## src/rtl/instruction_fetch.sv

```systemverilog
// Antares-R2 fetch stage: owns the PC, issues word reads over a ready handshake
// and fills the IF/ID register, honouring stalls and branch/jump redirects.
module instruction_fetch #(
  parameter int ADDR_WIDTH = 32,
  parameter int DATA_WIDTH = 32,
  parameter logic [ADDR_WIDTH-1:0] RESET_PC = '0
) (
  input  logic                  clk,
  input  logic                  rst,
  input  logic                  stall,
  input  logic                  redirect,
  input  logic [ADDR_WIDTH-1:0] redirect_pc,
  output logic                  imem_req,
  output logic [ADDR_WIDTH-1:0] imem_addr,
  input  logic [DATA_WIDTH-1:0] imem_rdata,
  input  logic                  imem_ready,
  output logic                  if_id_valid,
  output logic [DATA_WIDTH-1:0] if_id_instr,
  output logic [ADDR_WIDTH-1:0] if_id_pc4,
  output logic [5:0]            if_id_opcode
);

  typedef enum logic [1:0] {
    FETCH   = 2'd0,
    HOLD    = 2'd1,
    DISCARD = 2'd2
  } state_t;

  localparam logic [ADDR_WIDTH-1:0] RESET_PC_AL = {RESET_PC[ADDR_WIDTH-1:2], 2'b00};
  localparam logic [ADDR_WIDTH-1:0] PC_STEP     = ADDR_WIDTH'(4);

  state_t                  state_q, state_d;
  logic [ADDR_WIDTH-1:0]   pc_q, pc_d;
  logic [ADDR_WIDTH-1:0]   disc_addr_q, disc_addr_d;
  logic                    active_q, active_d;
  logic                    valid_q, valid_d;
  logic [DATA_WIDTH-1:0]   instr_q, instr_d;
  logic [ADDR_WIDTH-1:0]   pc4_q, pc4_d;
  logic [DATA_WIDTH-1:0]   buf_instr_q, buf_instr_d;
  logic [ADDR_WIDTH-1:0]   buf_pc4_q, buf_pc4_d;

  logic                    req;
  logic                    fetch_done;
  logic [ADDR_WIDTH-1:0]   pc_plus4;
  logic [ADDR_WIDTH-1:0]   redirect_al;
  logic                    unused_redirect_lsbs;

  // active_q keeps the request low for the first cycle out of reset, so a
  // stale ready from memory can never be mistaken for a response.
  assign req          = active_q && (state_q != HOLD);
  assign fetch_done   = req && imem_ready;
  assign pc_plus4     = pc_q + PC_STEP;
  assign redirect_al  = {redirect_pc[ADDR_WIDTH-1:2], 2'b00};
  assign unused_redirect_lsbs = ^redirect_pc[1:0];

  assign imem_req     = req;
  assign imem_addr    = (state_q == DISCARD) ? disc_addr_q : pc_q;
  assign if_id_valid  = valid_q;
  assign if_id_instr  = instr_q;
  assign if_id_pc4    = pc4_q;
  assign if_id_opcode = instr_q[31:26];

  always_comb begin
    state_d     = state_q;
    pc_d        = pc_q;
    disc_addr_d = disc_addr_q;
    active_d    = 1'b1;
    valid_d     = valid_q;
    instr_d     = instr_q;
    pc4_d       = pc4_q;
    buf_instr_d = buf_instr_q;
    buf_pc4_d   = buf_pc4_q;

    if (redirect) begin
      pc_d        = redirect_al;
      valid_d     = 1'b0;
      buf_instr_d = '0;
      buf_pc4_d   = '0;
      unique case (state_q)
        FETCH: begin
          // An unanswered request cannot be aborted; remember its address
          // so it is held on the bus until memory responds.
          if (req && !imem_ready) begin
            state_d     = DISCARD;
            disc_addr_d = pc_q;
          end else begin
            state_d = FETCH;
          end
        end
        HOLD:    state_d = FETCH;
        DISCARD: state_d = imem_ready ? FETCH : DISCARD;
        default: state_d = FETCH;
      endcase
    end else begin
      unique case (state_q)
        FETCH: begin
          if (stall) begin
            if (fetch_done) begin
              buf_instr_d = imem_rdata;
              buf_pc4_d   = pc_plus4;
              pc_d        = pc_plus4;
              state_d     = HOLD;
            end
          end else if (fetch_done) begin
            valid_d = 1'b1;
            instr_d = imem_rdata;
            pc4_d   = pc_plus4;
            pc_d    = pc_plus4;
          end else begin
            valid_d = 1'b0;
          end
        end
        HOLD: begin
          if (!stall) begin
            valid_d     = 1'b1;
            instr_d     = buf_instr_q;
            pc4_d       = buf_pc4_q;
            buf_instr_d = '0;
            buf_pc4_d   = '0;
            state_d     = FETCH;
          end
        end
        DISCARD: begin
          if (imem_ready) state_d = FETCH;
        end
        default: state_d = FETCH;
      endcase
    end
  end

  always_ff @(posedge clk or posedge rst) begin
    if (rst) begin
      state_q     <= FETCH;
      pc_q        <= RESET_PC_AL;
      disc_addr_q <= '0;
      active_q    <= 1'b0;
      valid_q     <= 1'b0;
      instr_q     <= '0;
      pc4_q       <= '0;
      buf_instr_q <= '0;
      buf_pc4_q   <= '0;
    end else begin
      state_q     <= state_d;
      pc_q        <= pc_d;
      disc_addr_q <= disc_addr_d;
      active_q    <= active_d;
      valid_q     <= valid_d;
      instr_q     <= instr_d;
      pc4_q       <= pc4_d;
      buf_instr_q <= buf_instr_d;
      buf_pc4_q   <= buf_pc4_d;
    end
  end

endmodule

```

## config.mk

```make
export PLATFORM = sky130hd
export DESIGN_NAME = instruction_fetch
export DESIGN_NICKNAME = d
export VERILOG_FILES = /design/src/rtl/instruction_fetch.sv
export SDC_FILE = /design/constraint.sdc
export NUM_CORES = 1
export LEC_CHECK = 0
export ABC_AREA = 0
export BUFFER_PORTS_ARGS = -buffer_cell sky130_fd_sc_hd__buf_2
export CAP_MARGIN = 10
export CORE_ASPECT_RATIO = 0.9
export CORE_MARGIN = 2
export CORE_UTILIZATION = 30
export DETAILED_ROUTE_END_ITERATION = 10
export MAX_ROUTING_LAYER = met4
export PLACE_DENSITY = 0.56
export SYNTH_ARGS = -nofsm -noshare
export SYNTH_HDL_FRONTEND = slang
export SYNTH_SLANG_ARGS = --single-unit
export TNS_END_PERCENT = 30
```

## constraint.sdc

```tcl
create_clock -name clk -period 5.26 [get_ports clk]
set_clock_uncertainty 0.05 [all_clocks]
set_input_delay 0.263 -clock clk [delete_from_list [all_inputs] [get_ports clk]]
set_output_delay 0.263 -clock clk [all_outputs]
set_load 0.05 [all_outputs]
```

# --- Word-level counts from Yosys, hierarchy flattened ---
# Index checks and enable logic that the tools add are counted.
word_totals:
  memories: 0
  regBits: 196
  ramBits: 0
  input_bits: 69
  romBits: 0
  elab_cells: 69
  latch_bits: 0
classes:
  n_addsub: 1
  n_eq_ne: 11
  div: 0
  shifts: 0
  reduce_logical: 15
  bitwise_logic: 1
  n_mux: 32
  multipliers: 0
  magnitude_cmp: 0
ops:
  columns: ["operator", "n"]
  rows:
  - ["$mux W32", 14]
  - ["$pmux W32 S2", 4]
  - ["$add A32 B3 Y32 const B", 1]
  - ["$ne A3 B3 Y1 const B", 5]
  - ["$mux W2", 7]
  - ["$reduce_and A4 Y1", 2]
  - ["$ne A2 B2 Y1 const B", 3]
  - ["$pmux W2 S3", 1]
  - ["$reduce_and A3 Y1", 2]
  - ["$reduce_bool A2 Y1", 3]
  - ["$reduce_and A5 Y1", 1]
  - ["$mux W1", 4]
  - ["$pmux W2 S2", 1]
  - ["$logic_and A1 B1 Y1", 3]
  - ["$reduce_bool A3 Y1", 1]
  - ["$eq A2 B1 Y1 const B", 1]
  - ["$eq A2 B2 Y1 const B", 1]
  - ["$logic_not A2 Y1", 1]
  - ["$ne A2 B1 Y1 const B", 1]
  - ["$pmux W1 S2", 1]
  - ["$reduce_and A2 Y1", 1]
  - ["$logic_not A1 Y1", 1]
  - ["$not A1 Y1", 1]

# --- Logic depth before layout (Yosys ltp) ---
# Gate-level depths: netlist (run 1).
logic_depth:
  word_depth: 7
  ltp_mapped: 7
  mapped_depth_nobuf: 6

# --- Least setup slack after synthesis (run 1) ---
# No wires, ideal clock.
synth_path:
  kind: "register to register"
  from: "register pc_q[3]"
  to: "register pc4_q[26] (netlist: if_id_pc4[26])"
  setup_ns: 0.132
  path_buffers: 1
  stages_incl_launch_ff: 8
  arrival_ns: 1.924
  required_ns: 5.078
  period_less_slack_ns: 2.106
  slack_ns: 3.154
  path_cell_list: "dfrtp_1 -> ha_1 -> nand3_2 -> or4_4 -> buf_6 -> o21a_1 -> o31ai_1 -> o21ai_1"
synth_between:
  elab_chain_len: 4
synth_lines:
  columns: ["element", "line_no", "text"]
  rows:
  - ["start, declared", "33", "logic [ADDR_WIDTH-1:0] pc_q, pc_d;"]
  - ["start signal, assigned", "144", "pc_q <= pc_d;"]
  - ["$add A32 B3 Y32", "52", "assign pc_plus4 = pc_q + PC_STEP;"]
  - ["$mux W32", "104", "end else if (fetch_done) begin"]
  - ["$mux W32", "97", "if (stall) begin"]
  - ["$pmux W32 S2", "95", "unique case (state_q)"]
  - ["end signal, assigned", "149", "pc4_q <= pc4_d;"]
  - ["end, declared", "38", "logic [ADDR_WIDTH-1:0] pc4_q, pc4_d;"]
# Every way passes these cells. The select of a mux whose other input is x is not followed.
# A chain may end at the register's enable or synchronous reset.

# --- Worst setup path after layout (run 1) ---
layout_path:
  from: "register state_q[1]"
  to: "register buf_pc4_q[25]"
layout_between:
  elab_chain_len: 5
  word_cells_on_any_way: 12
  cone_classes: "eq/ne: 5; mux: 2; reduce/logical: 5"
layout_lines:
  columns: ["element", "line_no", "text"]
  rows:
  - ["start, declared", "32", "state_t state_q, state_d;"]
  - ["start signal, assigned", "143", "state_q <= state_d;"]
  - ["$ne A2 B1 Y1", "50", "assign req = active_q && (state_q != HOLD);"]
  - ["$logic_and A1 B1 Y1", "50", null]
  - ["$logic_and A1 B1 Y1", "51", "assign fetch_done = req && imem_ready;"]
  - ["$ne A3 B3 Y1 (no source line)", null, null]
  - ["$reduce_and A4 Y1 (no source line)", null, null]
  - ["end signal, assigned", "151", "buf_pc4_q <= buf_pc4_d;"]
  - ["end, declared", "40", "logic [ADDR_WIDTH-1:0] buf_pc4_q, buf_pc4_d;"]
# Parallel ways exist; a longest one is shown, timed or not.

==> flow_metrics.tcl, run 1 <==
set metrics [dict create \
    pin_count 173 \
    relSlewSlack_pct 14.6 \
    comb_power_share_pct 29.7 \
    pwr-share-clk_pct 30.2 \
    yosys.area.top_type "dfrtp_1" \
    row_count 60 \
    seqPwrFrac_pct 40.1 \
    netlist_area_um2 9170 \
    min_period_over_period_pct 53.9 \
    h-tree-depth 4 \
    grt_pass1_vias 6882 \
    dr_total_vias 7158 \
    cts_sinks 190 \
    die_h_um 170 \
    p_sw_share_pct 38.0 \
    synth.ff_latch_count 190 \
    diodes 0 \
    grt_max_degree 191 \
    ys_async_sr_fraction_pct 100 \
    ctsHoldBuffers 26 \
    status "complete, but fails checks" \
    fin_crit_ns 2.83 \
    tightestPinTransition_ns 1.28 \
    critPathKind "flip-flop to flip-flop" \
    numCtsBuffers 17 \
    fp.dieArea_um2 32000 \
    cp-startpoint "state_q[1]" \
    p_int_mw 2.88 \
    clk_latency_ns 0.44 \
    drt_iter0_drc 492 \
    drv_slew 0 \
    antenna_found_initial 0 \
    synth_seq_area_share_pct 51.9 \
    finalSetupViolCount 0 \
    drive_above_1_share_pct 26.3 \
    cts_resized 0 \
    num-nets-final 1137 \
    via_per_inst 4.83 \
    violations "hold timing" \
    cts_setup_buffers 0 \
    avgRoutedWirePerCell_um 16.6 \
    numPortBuffers 168 \
    yosys_warnings 0 \
    crit_fanout 48 \
    tns_ns 0 \
    final_area_um2 11100 \
    gr-usage-all-layers_pct 16.2 \
    synthCells 936 \
    root_buffer "clkbuf_16" \
    endpoint "buf_pc4_q[25]" \
    net-switching-power_mw 1.76 \
    cp.required_ns 5.54 \
    synthFlopType "dfrtp_1" \
    r2r_slack_ns 2.43 \
    critPathLaunchType "flip-flop" \
    routabilityCongestion 0.852 \
    max-cap-violations 0 \
    grt_pass1_wl_mm 39.3 \
    avgSynthCellArea_um2 9.79 \
    timing.rr.start "state_q[1]" \
    synth_top_area_share_pct 51.9 \
    critPathCaptureType "flip-flop" \
    design.core.area_um2 30000 \
    post_dp_cell_area_um2 10200 \
    clock_path_buffers 2 \
    netlist_top_cells_area "dfrtp_1 (52%), mux2_2 (7.2%), nand2_1 (7.0%), xnor2_1 (3.5%), a32o_1 (3.5%)" \
    final_common_cell "dfrtp_1" \
    critical_path.slowest_cell "nand2_1" \
    path_cells "inv_1, nand2_2, nand2_1, o21ai_0" \
    rsz0062_at_grt "false" \
    drt_first_pass_iters 4 \
    timing_hold_violations_final 17 \
    timing.rr.end "buf_pc4_q[25]" \
    wirelength_mm 24.5 \
    reg2regPathDepth 4 \
    ir_worst_vdd_mv 0.291 \
    clk_pin_slew_ns 0.07 \
    synth_edf_count 0 \
    worst_hold_path_type "input port to async pin" \
    cts_tree "built" \
    die_x_um 188 \
    area_growth_pct 21.0 \
    final_cell_mix "dfrtp_1 (190), nand2_1 (170), buf_2 (168)" \
    cp_slowest_stage_delay_ns 0.86 \
    cp.arrival_ns 3.12 \
    cellLeakagePower_nw 4.83 \
    detail_route.drc_violations 0 \
    powerDensity_nw_per_um2 419 \
    ys_types 49 \
    max_clock_freq_mhz 353 \
    hold_slack_ns -0.0870 \
    initial_utilization_pct 30.6 \
    overflow 0 \
    antenna_left 0 \
    dp_hpwl_mm 16.1 \
]
## how the worst min path moves through the flow
| stage | slack, ns | end | start | depth (start not counted) |
|---|---|---|---|---|
| 2_1_floorplan | 0.32 | state_q[1] | imem_ready | 1 |
| 3_3_place_gp | 0.40 | buf_pc4_q[23] | buf_pc4_q[23] | 2 |
| 3_5_place_dp | 0.41 | buf_pc4_q[23] | buf_pc4_q[23] | 2 |
| 4_1_cts | 0.0007 | if_id_instr[6] | imem_rdata[6] | 3 |
| 5_1_grt | 0.003 | pc_q[3] | redirect_pc[3] | 3 |
| 6_report | -0.09 | if_id_instr[30] | rst | 3 |
## flip-flops by register name, summed over array words and instances (netlist names)
signal,cells
buf_instr_q,32
if_id_instr,32
buf_pc4_q,31
if_id_pc4,31
disc_addr_q,30
pc_q,30
state_q,2
active_q,1
if_id_valid,1
## critical path: cells and delay by family (launching register included)
family,cells,cell delay [ns]
buf+inv,1,0.17
simple gates,2,1.54
flops,1,0.56
compound gates,1,0.41
## layout make-up
| class | instances | area, um2 |
|---|---|---|
| Fill cell | 3034 | 18900 |
| Inverter | 6 | 26.3 |
| Multi-Input combinational cell | 646 | 3980 |
| Sequential cell | 190 | 4750 |
| Tap cell | 403 | 504 |
| Clock buffer | 20 | 447 |
| Timing Repair Buffer | 206 | 1200 |
| Clock inverter | 11 | 181 |
## Yosys cell counts, types with 7 or more instances
| master | number |
|---|---|
| and4_1 | 7 |
| nor3_1 | 20 |
| and3_1 | 7 |
| a32o_1 | 32 |
| nand2_1 | 171 |
| a21oi_1 | 16 |
| o21ai_1 | 32 |
| xor2_1 | 11 |
| nor2_1 | 60 |
| mux2_2 | 59 |
| nor4_1 | 8 |
| buf_4 | 19 |
| nand4_1 | 11 |
| o211ai_1 | 12 |
| xnor2_1 | 37 |
| o21ai_0 | 50 |
| clkbuf_1 | 56 |
| a31oi_1 | 37 |
| nand3_1 | 28 |
| dfrtp_1 | 190 |
| buf_2 | 13 |
## stage by stage
stage                     cells  total power [mW]  utilization (%)  hold WS (ns)  setup WS [ns]
after CTS                  1482              4.71             37.0      0.000654           2.36
final                      1482              4.65             37.0       -0.0870           2.43
after floorplan             937              2.94                -         0.325           2.50
after global placement     1425              3.25             34.1         0.401           2.47
after global routing       1482              4.88             37.0       0.00329           2.09
after detailed placement   1425              3.27             34.1         0.412           2.36
## power by group through the flow
stage	registers, mW	logic (mW)	clock network, mW
4_1_cts	1.87	1.40	1.44
2_1_floorplan	2.29	0.647	0
3_5_place_dp	1.90	1.38	0
5_1_grt	1.90	1.47	1.51
6_report	1.86	1.38	1.40
3_3_place_gp	1.88	1.37	0
## layer usage
layer,track usage (%),part of all wire (%),vias to the layer above,wire length (um)
li1,-,-,3535,-
met5,-,0,-,0
met4,4.25,1.1,0,259
met1,23.8,52,3443,12800
met2,22.8,43,163,10400
met3,2.87,4.4,17,1080
## kinds of logic (layout without fill, tap and decap cells)
family                   Yosys count  after routing  synth area share [%]
other                              2              3                0.0819
XOR/XNOR                          48             48                  4.59
AO/OA/AOI/OAI                    192            192                  13.5
buffers and inverters            101            243                  5.17
AND/OR/NAND/NOR                  340            340                  17.1
flip-flops                       190            190                  51.9
multiplexers                      62             62                  7.58
adder cells (fa/ha/maj)            1              1                 0.136
(Power assumes the default switching activity.)
==> inputs of run 2 (changes only) <==
Clock period 5.26 ns to 2.5 ns, I/O delays scaled along.
==> run 2 against run 1 <==
Compared with the run above:
- the flow now finishes without violations
- maximum frequency rose by 25%
- sequential power grew 110%
- die area stayed put
- largest cell class unchanged
==> flow_metrics.tcl, run 2 (synthesis results as in run 1) <==
set metrics [dict create \
    status "complete, no violations" \
    pin_count 173 \
    drv_slew 0 \
    grt_pass1_vias 7156 \
    final_cell_mix "dfrtp_1 (190), nand2_1 (170), buf_2 (168)" \
    numPortBuffers 168 \
    dr_total_vias 7478 \
    detail_route.drc_violations 0 \
    cts_resized 0 \
    multiInputGateArea_um2 3980 \
    timing_hold_violations_final 0 \
    powerDensity_nw_per_um2 825 \
    die_x_um 188 \
    cts_setup_buffers 0 \
    num-nets-final 1197 \
    grt_pass1_wl_mm 40.8 \
    dp_slack_ns 0.246 \
    cp.required_ns 2.81 \
    overflow 0 \
    crit_fanout 11 \
    h-tree-depth 4 \
    final_common_cell "dfrtp_1" \
    fp.dieArea_um2 32000 \
    tightestPinTransition_ns 0.679 \
    row_count 60 \
    critPathLaunchType "flip-flop" \
    setup_ws_ns 0.226 \
    drt_first_pass_iters 5 \
    antenna_found_initial 1 \
    fin_crit_ns 2.27 \
    routabilityCongestion 0.874 \
    wirelength_mm 25.7 \
    gr-usage-all-layers_pct 16.9 \
    min_period_over_period_pct 91.0 \
    timing.rr.end "buf_pc4_q[24]" \
    timing.rr.start "pc_q[2]" \
    root_buffer "clkbuf_16" \
    finalSetupViolCount 0 \
    worstHoldStart "redirect" \
    avgRoutedWirePerCell_um 16.7 \
    cts_tree "built" \
    rsz0062_at_grt "false" \
    holdPathStages 4 \
    clock_path_buffers 2 \
    critPathKind "flip-flop to flip-flop" \
    numCtsBuffers 17 \
    via_per_inst 4.84 \
    area_growth_pct 27.3 \
    initial_utilization_pct 30.6 \
    r2r_slack_ns 0.23 \
    fillers 2956 \
    cts_sinks 190 \
    dp_hpwl_mm 17.3 \
    clk_latency_ns 0.44 \
    max-cap-violations 0 \
    cellLeakagePower_nw 5.10 \
    regArea_um2 4750 \
    antenna_left 0 \
    drive_above_1_share_pct 26.8 \
    critPathCaptureType "flip-flop" \
    grt_max_degree 61 \
    clk_pin_slew_ns 0.07 \
    max_clock_freq_mhz 440 \
    cp.arrival_ns 2.59 \
    drt_iter0_drc 486 \
    worst_hold_path_type "input port to flip-flop" \
    hold_slack_ns 0.120 \
    reg2regPathDepth 6 \
    ctsHoldBuffers 65 \
    hold_path_end "if_id_valid" \
    relSlewSlack_pct 54.6 \
    design.core.area_um2 30000 \
    die_h_um 170 \
    ir_worst_vdd_mv 0.495 \
]
[run 2: cell count changes in the layout (fill, tap and decap cells not counted), sizes merged]
| cell | previous run | this run |
|---|---|---|
| clkinv | 2 | 4 |
| buf | 180 | 201 |
| diode | 0 | 1 |
| dlygate4sd3 | 26 | 65 |
| clkbuf | 20 | 21 |
| clkinvlp | 3 | 4 |
| bufinv | 4 | 1 |
[run 2: how the worst max path moves through the flow]
stage               endpoint     from  cells after the start
3_3_place_gp   buf_pc4_q[24]  pc_q[2]                      6
4_1_cts        if_id_pc4[24]  pc_q[2]                      6
3_5_place_dp   if_id_pc4[24]  pc_q[2]                      6
5_1_grt        if_id_pc4[21]  pc_q[7]                      5
6_report       buf_pc4_q[24]  pc_q[2]                      6
2_1_floorplan       active_q      rst                      1
[run 2: critical path: stages (launching register included)]
cell	delay, ns
dfrtp_1	0.35
ha_1	0.26
nand3_2	0.18
or4_4	0.69
or3_1	0.39
and2_1	0.16
o21ai_1	0.11
[run 2: metrics by stage]
step | total power [mW] | TNS [ns] | area, um2 | utilization (%) | cells
detailed placement | 6.94 | 0 | 10400 | 34.9 | 1446
floorplan | 6.19 | -23.46 | 9170 | - | 937
global placement | 6.90 | 0 | 10400 | 34.9 | 1446
finish | 9.63 | 0 | 11700 | 39.0 | 1544
global route | 10.1 | 0 | 11700 | 39.0 | 1544
CTS | 9.73 | 0 | 11700 | 39.0 | 1543
[run 2: per-layer routing]
metal | global-route usage (%) | wire [um] | part of all wire, % | vias up
li1 | - | - | - | 3635
met1 | 24.4 | 13100 | 51 | 3627
met2 | 23.9 | 11000 | 43 | 194
met3 | 3.40 | 1260 | 4.9 | 22
met4 | 4.21 | 335 | 1.3 | 0
met5 | - | 0 | 0 | -
[run 2: layout make-up]
class / instances / area share, %
clock inverter: 11 / 0.933
inverter: 6 / 0.225
multi-input combinational: 646 / 34.1
antenna: 1 / 0.0214
timing repair buffer: 266 / 15.8
tap: 403 / 4.32
clock buffer: 21 / 3.95
sequential: 190 / 40.7
[run 2: power by group]
group	internal, mW	switching (mW)
logic	0.862	2.18
registers	3.57	0.332
clock network	1.44	1.25
total	5.87	3.76
